## src/rtl/router_sync_pkg.sv

```systemverilog
// Shared types, field-offset helpers and hop-code functions for the synchronous mesh router.
package router_sync_pkg;

  localparam int unsigned NPORT  = 5;
  localparam int unsigned PORT_W = 3;
  localparam int unsigned MAXW   = 64;
  localparam int unsigned HOPW   = 32;

  typedef enum logic [PORT_W-1:0] {
    P_W  = 3'd0,
    P_E  = 3'd1,
    P_N  = 3'd2,
    P_S  = 3'd3,
    P_PE = 3'd4
  } port_e;

  // Routing decision for one FIFO head; new_pkt is zero-extended to MAXW.
  typedef struct packed {
    port_e           out_port;
    logic            legal;
    logic [MAXW-1:0] new_pkt;
  } route_t;

  // Payload width.
  function automatic int unsigned pw_of(int unsigned w, int unsigned xh, int unsigned yh);
    return w - 2 - xh - yh;
  endfunction

  // LSB position of the yhop field.
  function automatic int unsigned yhop_lsb(int unsigned w, int unsigned xh, int unsigned yh);
    return pw_of(w, xh, yh);
  endfunction

  // LSB position of the xhop field.
  function automatic int unsigned xhop_lsb(int unsigned w, int unsigned xh, int unsigned yh);
    return pw_of(w, xh, yh) + yh;
  endfunction

  // Right-aligned thermometer code is nonzero iff its LSB is set.
  function automatic logic hop_nz(input logic [HOPW-1:0] h);
    return |(h & HOPW'(1));
  endfunction

  // One hop consumed: logical shift right with zero fill.
  function automatic logic [HOPW-1:0] hop_dec(input logic [HOPW-1:0] h);
    return h >> 1;
  endfunction

  // Round-robin successor of a granted port.
  function automatic logic [PORT_W-1:0] rr_next(input logic [PORT_W-1:0] g);
    return (g == PORT_W'(NPORT - 1)) ? '0 : g + PORT_W'(1);
  endfunction

  // Port visited k steps after base in the round-robin search.
  function automatic logic [PORT_W-1:0] rr_idx(input logic [PORT_W-1:0] base, input int unsigned k);
    return PORT_W'((32'(base) + k) % NPORT);
  endfunction

endpackage

```

## src/rtl/router_in_fifo.sv

```systemverilog
// Per-input circular FIFO with synchronous active-high reset; head is the oldest entry.
module router_in_fifo #(
  parameter int unsigned DEPTH = 4,
  parameter int unsigned WIDTH = 20
) (
  input  logic             clk,
  input  logic             rst,
  input  logic             push,
  input  logic             pop,
  input  logic [WIDTH-1:0] din,
  output logic [WIDTH-1:0] head,
  output logic             full,
  output logic             empty
);

  localparam int unsigned AW = $clog2(DEPTH);

  logic [WIDTH-1:0] mem [DEPTH];
  logic [AW-1:0]    wr_ptr;
  logic [AW-1:0]    rd_ptr;
  logic [AW:0]      count;
  logic             do_push;
  logic             do_pop;

  assign full    = (count == (AW+1)'(DEPTH));
  assign empty   = (count == '0);
  assign head    = mem[rd_ptr];
  assign do_push = push && !full;
  assign do_pop  = pop && !empty;

  // Storage array; contents need no reset since count gates visibility.
  always_ff @(posedge clk) begin
    if (do_push) mem[wr_ptr] <= din;
  end

  // Pointer and occupancy bookkeeping.
  always_ff @(posedge clk) begin
    if (rst) begin
      wr_ptr <= '0;
      rd_ptr <= '0;
      count  <= '0;
    end else begin
      if (do_push) wr_ptr <= wr_ptr + AW'(1);
      if (do_pop)  rd_ptr <= rd_ptr + AW'(1);
      case ({do_push, do_pop})
        2'b10:   count <= count + (AW+1)'(1);
        2'b01:   count <= count - (AW+1)'(1);
        default: count <= count;
      endcase
    end
  end

endmodule

```

## src/rtl/router_mesh_sync.sv

```systemverilog
// 5-port XY dimension-order mesh router with input FIFOs, per-output round-robin and registered outputs.
module router_mesh_sync
  import router_sync_pkg::*;
#(
  parameter int unsigned WIDTH    = 20,
  parameter int unsigned XH       = 3,
  parameter int unsigned YH       = 3,
  parameter int unsigned DEPTH    = 4,
  parameter int          NODE_NUM = 0
) (
  input  logic                        clk,
  input  logic                        rst,
  input  logic [NPORT-1:0]            in_valid,
  output logic [NPORT-1:0]            in_ready,
  input  logic [NPORT-1:0][WIDTH-1:0] in_data,
  output logic [NPORT-1:0]            out_valid,
  input  logic [NPORT-1:0]            out_ready,
  output logic [NPORT-1:0][WIDTH-1:0] out_data,
  output logic [NPORT-1:0]            err_drop
);

  localparam int unsigned PW = pw_of(WIDTH, XH, YH);
  localparam int unsigned YL = yhop_lsb(WIDTH, XH, YH);
  localparam int unsigned XL = xhop_lsb(WIDTH, XH, YH);

  // Reject parameter sets the packet layout or FIFO cannot support.
  if (WIDTH < 3 + XH + YH || WIDTH >= MAXW || DEPTH < 2 ||
      (DEPTH & (DEPTH - 1)) != 0 || NODE_NUM < 0) begin : g_param_err
    $error("router_mesh_sync: unsupported parameters");
  end

  logic [NPORT-1:0]  push_c;
  logic [NPORT-1:0]  pop_c;
  logic [NPORT-1:0]  full_c;
  logic [NPORT-1:0]  empty_c;
  logic [NPORT-1:0]  drop_c;
  logic [NPORT-1:0]  req_c [NPORT];
  route_t            route_c [NPORT];
  logic [NPORT-1:0]  gnt_vld_c;
  logic [PORT_W-1:0] gnt_idx_c [NPORT];
  logic [PORT_W-1:0] ptr [NPORT];

  assign in_ready = ~full_c & {NPORT{~rst}};
  assign push_c   = in_valid & in_ready;

  for (genvar p = 0; p < NPORT; p++) begin : g_in
    logic [WIDTH-1:0] head;
    logic             full;
    logic             empty;
    logic             xdir;
    logic             ydir;
    logic [XH-1:0]    xhop;
    logic [YH-1:0]    yhop;
    logic [WIDTH-1:0] pkt_c;
    route_t           rt;
    logic             unused_hi;

    router_in_fifo #(.DEPTH(DEPTH), .WIDTH(WIDTH)) u_fifo (
      .clk   (clk),
      .rst   (rst),
      .push  (push_c[p]),
      .pop   (pop_c[p]),
      .din   (in_data[p]),
      .head  (head),
      .full  (full),
      .empty (empty)
    );

    assign full_c[p]  = full;
    assign empty_c[p] = empty;

    // XY route of the head: X first, then Y, else eject with header stripped.
    always_comb begin
      xdir        = head[WIDTH-1];
      ydir        = head[WIDTH-2];
      xhop        = head[XL +: XH];
      yhop        = head[YL +: YH];
      pkt_c       = head;
      rt.out_port = P_PE;
      rt.new_pkt  = MAXW'(head[PW-1:0]);
      if (hop_nz(HOPW'(xhop))) begin
        rt.out_port        = xdir ? P_E : P_W;
        pkt_c[XL +: XH]    = XH'(hop_dec(HOPW'(xhop)));
        rt.new_pkt         = MAXW'(pkt_c);
      end else if (hop_nz(HOPW'(yhop))) begin
        rt.out_port        = ydir ? P_S : P_N;
        pkt_c[YL +: YH]    = YH'(hop_dec(HOPW'(yhop)));
        rt.new_pkt         = MAXW'(pkt_c);
      end
      rt.legal = (rt.out_port != port_e'(PORT_W'(p))) &&
                 !(((p == int'(P_N)) || (p == int'(P_S))) && hop_nz(HOPW'(xhop)));
    end

    assign route_c[p] = rt;
    assign drop_c[p]  = !empty && !rt.legal;
    assign req_c[p]   = (!empty && rt.legal) ? (NPORT'(1) << rt.out_port) : '0;
    assign unused_hi  = ^rt.new_pkt[MAXW-1:WIDTH];
  end

  // Round-robin grant per loadable output; granted and dropped heads pop.
  always_comb begin
    pop_c = drop_c;
    for (int o = 0; o < NPORT; o++) begin
      gnt_vld_c[o] = 1'b0;
      gnt_idx_c[o] = '0;
      if (!out_valid[o] || out_ready[o]) begin
        for (int unsigned k = 0; k < NPORT; k++) begin
          if (!gnt_vld_c[o] && req_c[rr_idx(ptr[o], k)][o]) begin
            gnt_vld_c[o] = 1'b1;
            gnt_idx_c[o] = rr_idx(ptr[o], k);
          end
        end
      end
      for (int p = 0; p < NPORT; p++) begin
        if (gnt_vld_c[o] && (gnt_idx_c[o] == PORT_W'(p))) pop_c[p] = 1'b1;
      end
    end
  end

  // Output registers, round-robin pointers and drop pulses.
  always_ff @(posedge clk) begin
    if (rst) begin
      out_valid <= '0;
      out_data  <= '0;
      err_drop  <= '0;
      for (int o = 0; o < NPORT; o++) ptr[o] <= '0;
    end else begin
      err_drop <= drop_c;
      for (int o = 0; o < NPORT; o++) begin
        if (!out_valid[o] || out_ready[o]) begin
          out_valid[o] <= gnt_vld_c[o];
          if (gnt_vld_c[o]) begin
            out_data[o] <= route_c[gnt_idx_c[o]].new_pkt[WIDTH-1:0];
            ptr[o]      <= rr_next(gnt_idx_c[o]);
          end
        end
      end
    end
  end

endmodule

```

## config.mk

```make
export PLATFORM = sky130hd
export DESIGN_NAME = router_mesh_sync
export DESIGN_NICKNAME = d
export VERILOG_FILES = /design/src/rtl/router_sync_pkg.sv /design/src/rtl/router_in_fifo.sv /design/src/rtl/router_mesh_sync.sv
export SDC_FILE = /design/constraint.sdc
export NUM_CORES = 1
export LEC_CHECK = 0
export CORE_ASPECT_RATIO = 1.1
export CORE_UTILIZATION = 35
export DETAILED_ROUTE_END_ITERATION = 8
export SYNTH_ARGS = -nofsm -noshare
export SYNTH_HDL_FRONTEND = slang
export SYNTH_SLANG_ARGS = --single-unit
```

## constraint.sdc

```tcl
create_clock -name clk -period 14.01 [get_ports clk]
set_clock_uncertainty 0.1 [all_clocks]
set_input_delay 1.401 -clock clk [delete_from_list [all_inputs] [get_ports clk]]
set_output_delay 1.401 -clock clk [all_outputs]
set_load 0.1 [all_outputs]
```

==> metrics.txt <==
DRC viols 0; Reg clk slew, reported paths 70 ps; DP HPWL 66,600 um; CP Launch Type register; Die Wd 281 um; global-route wire length before repair 134,000 um; cell mode on critical path ha_1; CTS root buf clkbuf_16; fmax 116 MHz; share of the synthesized area in the top cell type 41.7%; Buffers & Inverters on Critical Path 5; Max Slew Vio Count 0; Max-Slew Margin vs Limit 18.8%; clk sinks 570; post-detailed-route wirelength per cell 23.3 um; htree depth 2; synth warn 0; CTS max path bufs 3; drt pass-1 iters 6; Routed Antenna Nets 0; Synth area leader edfxtp_1; die area 86,700 um^2; core footprint 84,800 um^2; r2r worst-path depth 30; crit end category register; CTS buffer count 60; grt total ovfl 0; Cell Area, Synth 29,900 um^2; vias in the first global route 21.5k; I/O Buffers 226; min cycle time layout 8610 ps; postcts setup bufs 0; Worst path slowest cell edfxtp_1; kind of critical path register to register; Worst-Margin Slew 1220 ps; CTS tree done; fin nets 2,935; ys async rst share 0%; hold path cells 2; drt total wl 89,900 um; worst endpoint required time 14,500 ps; setup TNS 0 ps; GPL Wtd Cong 0.904; row cnt 112; clk_lat worst skew 670 ps; Area Overhead vs Synth 19.0%; post-DR vias/cell 5.52; Worst Path Arrival 9100 ps; final hold violation count 0; Seq/Total Area, Yosys 52.0%; # setup viols final 0; Worst Path Max Fanout 41; Vias 21.3k; worst min path class register to register; final worst-path cycle share 61.5%; initial antenna violation count 7; GRT Util Overall 20.5%; CP peak stage delay 970 ps; hold buffer count at CTS 0; initial core utilization 35.3%; top_reg_cell synth edfxtp_1; Levels on crit path 30; largest net degree at the start of global routing 59; synthesized instance count 2,455; Synth area leaders edfxtp_1 42%, dfxtp_1 10%, mux4_2 8.1%; CP top delay family compound AO/OA/AOI/OAI gates; Syn Area/Cell 12.2 um^2; layout cells sized above 1 11.2%; RSZ-0062 raised after global routing no; Max-Cap Viols 0; total I/O pin count 227; status finished clean; Die Height 309 um; initial drt markers 1,699; number of enable flip-flop cells after synthesis 415; Synth cell types 97; Resize count post-CTS 0; register bit total from synthesis 570
-- worst reg2reg max path, delay by kind of cell (launching register included) --
kind,cells,cell delay [ps]
AO/OA/AOI/OAI,11,2530
flip-flops,1,970
XOR/XNOR,1,80
buffers and inverters,5,1520
AND/OR/NAND/NOR,6,1310
adder cells (fa/ha/maj),7,2080
-- sequential cells by signal, indices dropped and copies added (netlist names), named ones only --
register / flops
out_data: 100
g_in.u_fifo.wr_ptr: 10
g_in.u_fifo.mem: 400
g_in.u_fifo.count: 15
err_drop: 5
out_valid: 5
ptr: 15
g_in.u_fifo.rd_ptr: 10
-- logic make-up (layout without fill, tap and decap cells) --
group	count (synthesis)	in the layout	synth area share (%)
AO/OA/AOI/OAI	544	544	12.5
XOR/XNOR	56	56	1.66
adder cells (fa/ha/maj)	155	155	6.66
buffers and inverters	245	498	3.30
flip-flops	570	570	52.0
multiplexers	257	257	13.2
other	2	14	0.0251
AND/OR/NAND/NOR	626	626	10.7
-- synthesized netlist by cell type, types with 33 or more instances --
cell	number
edfxtp_1	415
nor2_1	160
dfxtp_1	155
ha_1	148
nand2_1	144
inv_1	126
mux2i_1	120
o21ai_0	115
a21oi_1	112
mux4_2	107
clkbuf_1	76
nand3_1	44
nor2b_1	40
xnor2_1	40
and3_1	38
nor3_1	37
o221ai_1	36
nand2b_1	34
a211oi_1	33
-- area by class of cell --
| type | instances | area [um^2] |
|---|---|---|
| tap | 1140 | 1430 |
| multi-input combinational | 1651 | 13500 |
| sequential | 570 | 15600 |
| antenna | 1 | 2.50 |
| clock inverter | 41 | 597 |
| fill | 7802 | 49200 |
| inverter | 131 | 492 |
| clock buffer | 72 | 1610 |
| timing repair buffer | 254 | 2470 |
-- placed cells by master, fill, tap and decap left out, drive strengths merged, types with 115 or more instances in the layout --
master	count
clkdlybuf4s50	224
o21ai	121
a21oi	115
dfxtp	155
nor2	160
mux2i	120
inv	133
edfxtp	415
ha	148
nand2	144
-- final timing paths --
check	startpoint	end	slack [ps]
hold reg to reg	out_data[37]$_SDFFE_PP0P_	out_data[37]$_SDFFE_PP0P_	330
setup reg to reg	ptr[0][9]$_SDFFCE_PP0P_	g_in[3].u_fifo.count[2]$_SDFFE_PP0P_	5400
setup / recovery	ptr[0][9]$_SDFFCE_PP0P_	g_in[3].u_fifo.count[2]$_SDFFE_PP0P_	5400
hold / removal	out_data[37]$_SDFFE_PP0P_	out_data[37]$_SDFFE_PP0P_	330
-- per-stage QoR --
stage / std cells / setup WS [ps] / util, % / instance area (um^2) / hold slack, ps
floorplan: 2466 / 7080 / - / 30000 / 359
global placement: 3746 / 5830 / 39.4 / 33400 / 330
detailed placement: 3746 / 5560 / 39.4 / 33400 / 323
CTS: 3859 / 5510 / 42.0 / 35600 / 334
global route: 3860 / 4820 / 42.0 / 35600 / 371
finish: 3860 / 5400 / 42.0 / 35600 / 327
-- per-layer routing --
metal / global-route usage, % / vias to the layer above / routed length (um)
li1: - / 9777 / -
met1: 25.4 / 10568 / 36400
met2: 35.5 / 744 / 44500
met3: 3.01 / 203 / 5140
met4: 8.67 / 10 / 3750
met5: 0 / - / 75
Power is not shown: default switching activity piles up to over one toggle a cycle in this logic, so the estimate is an artifact.
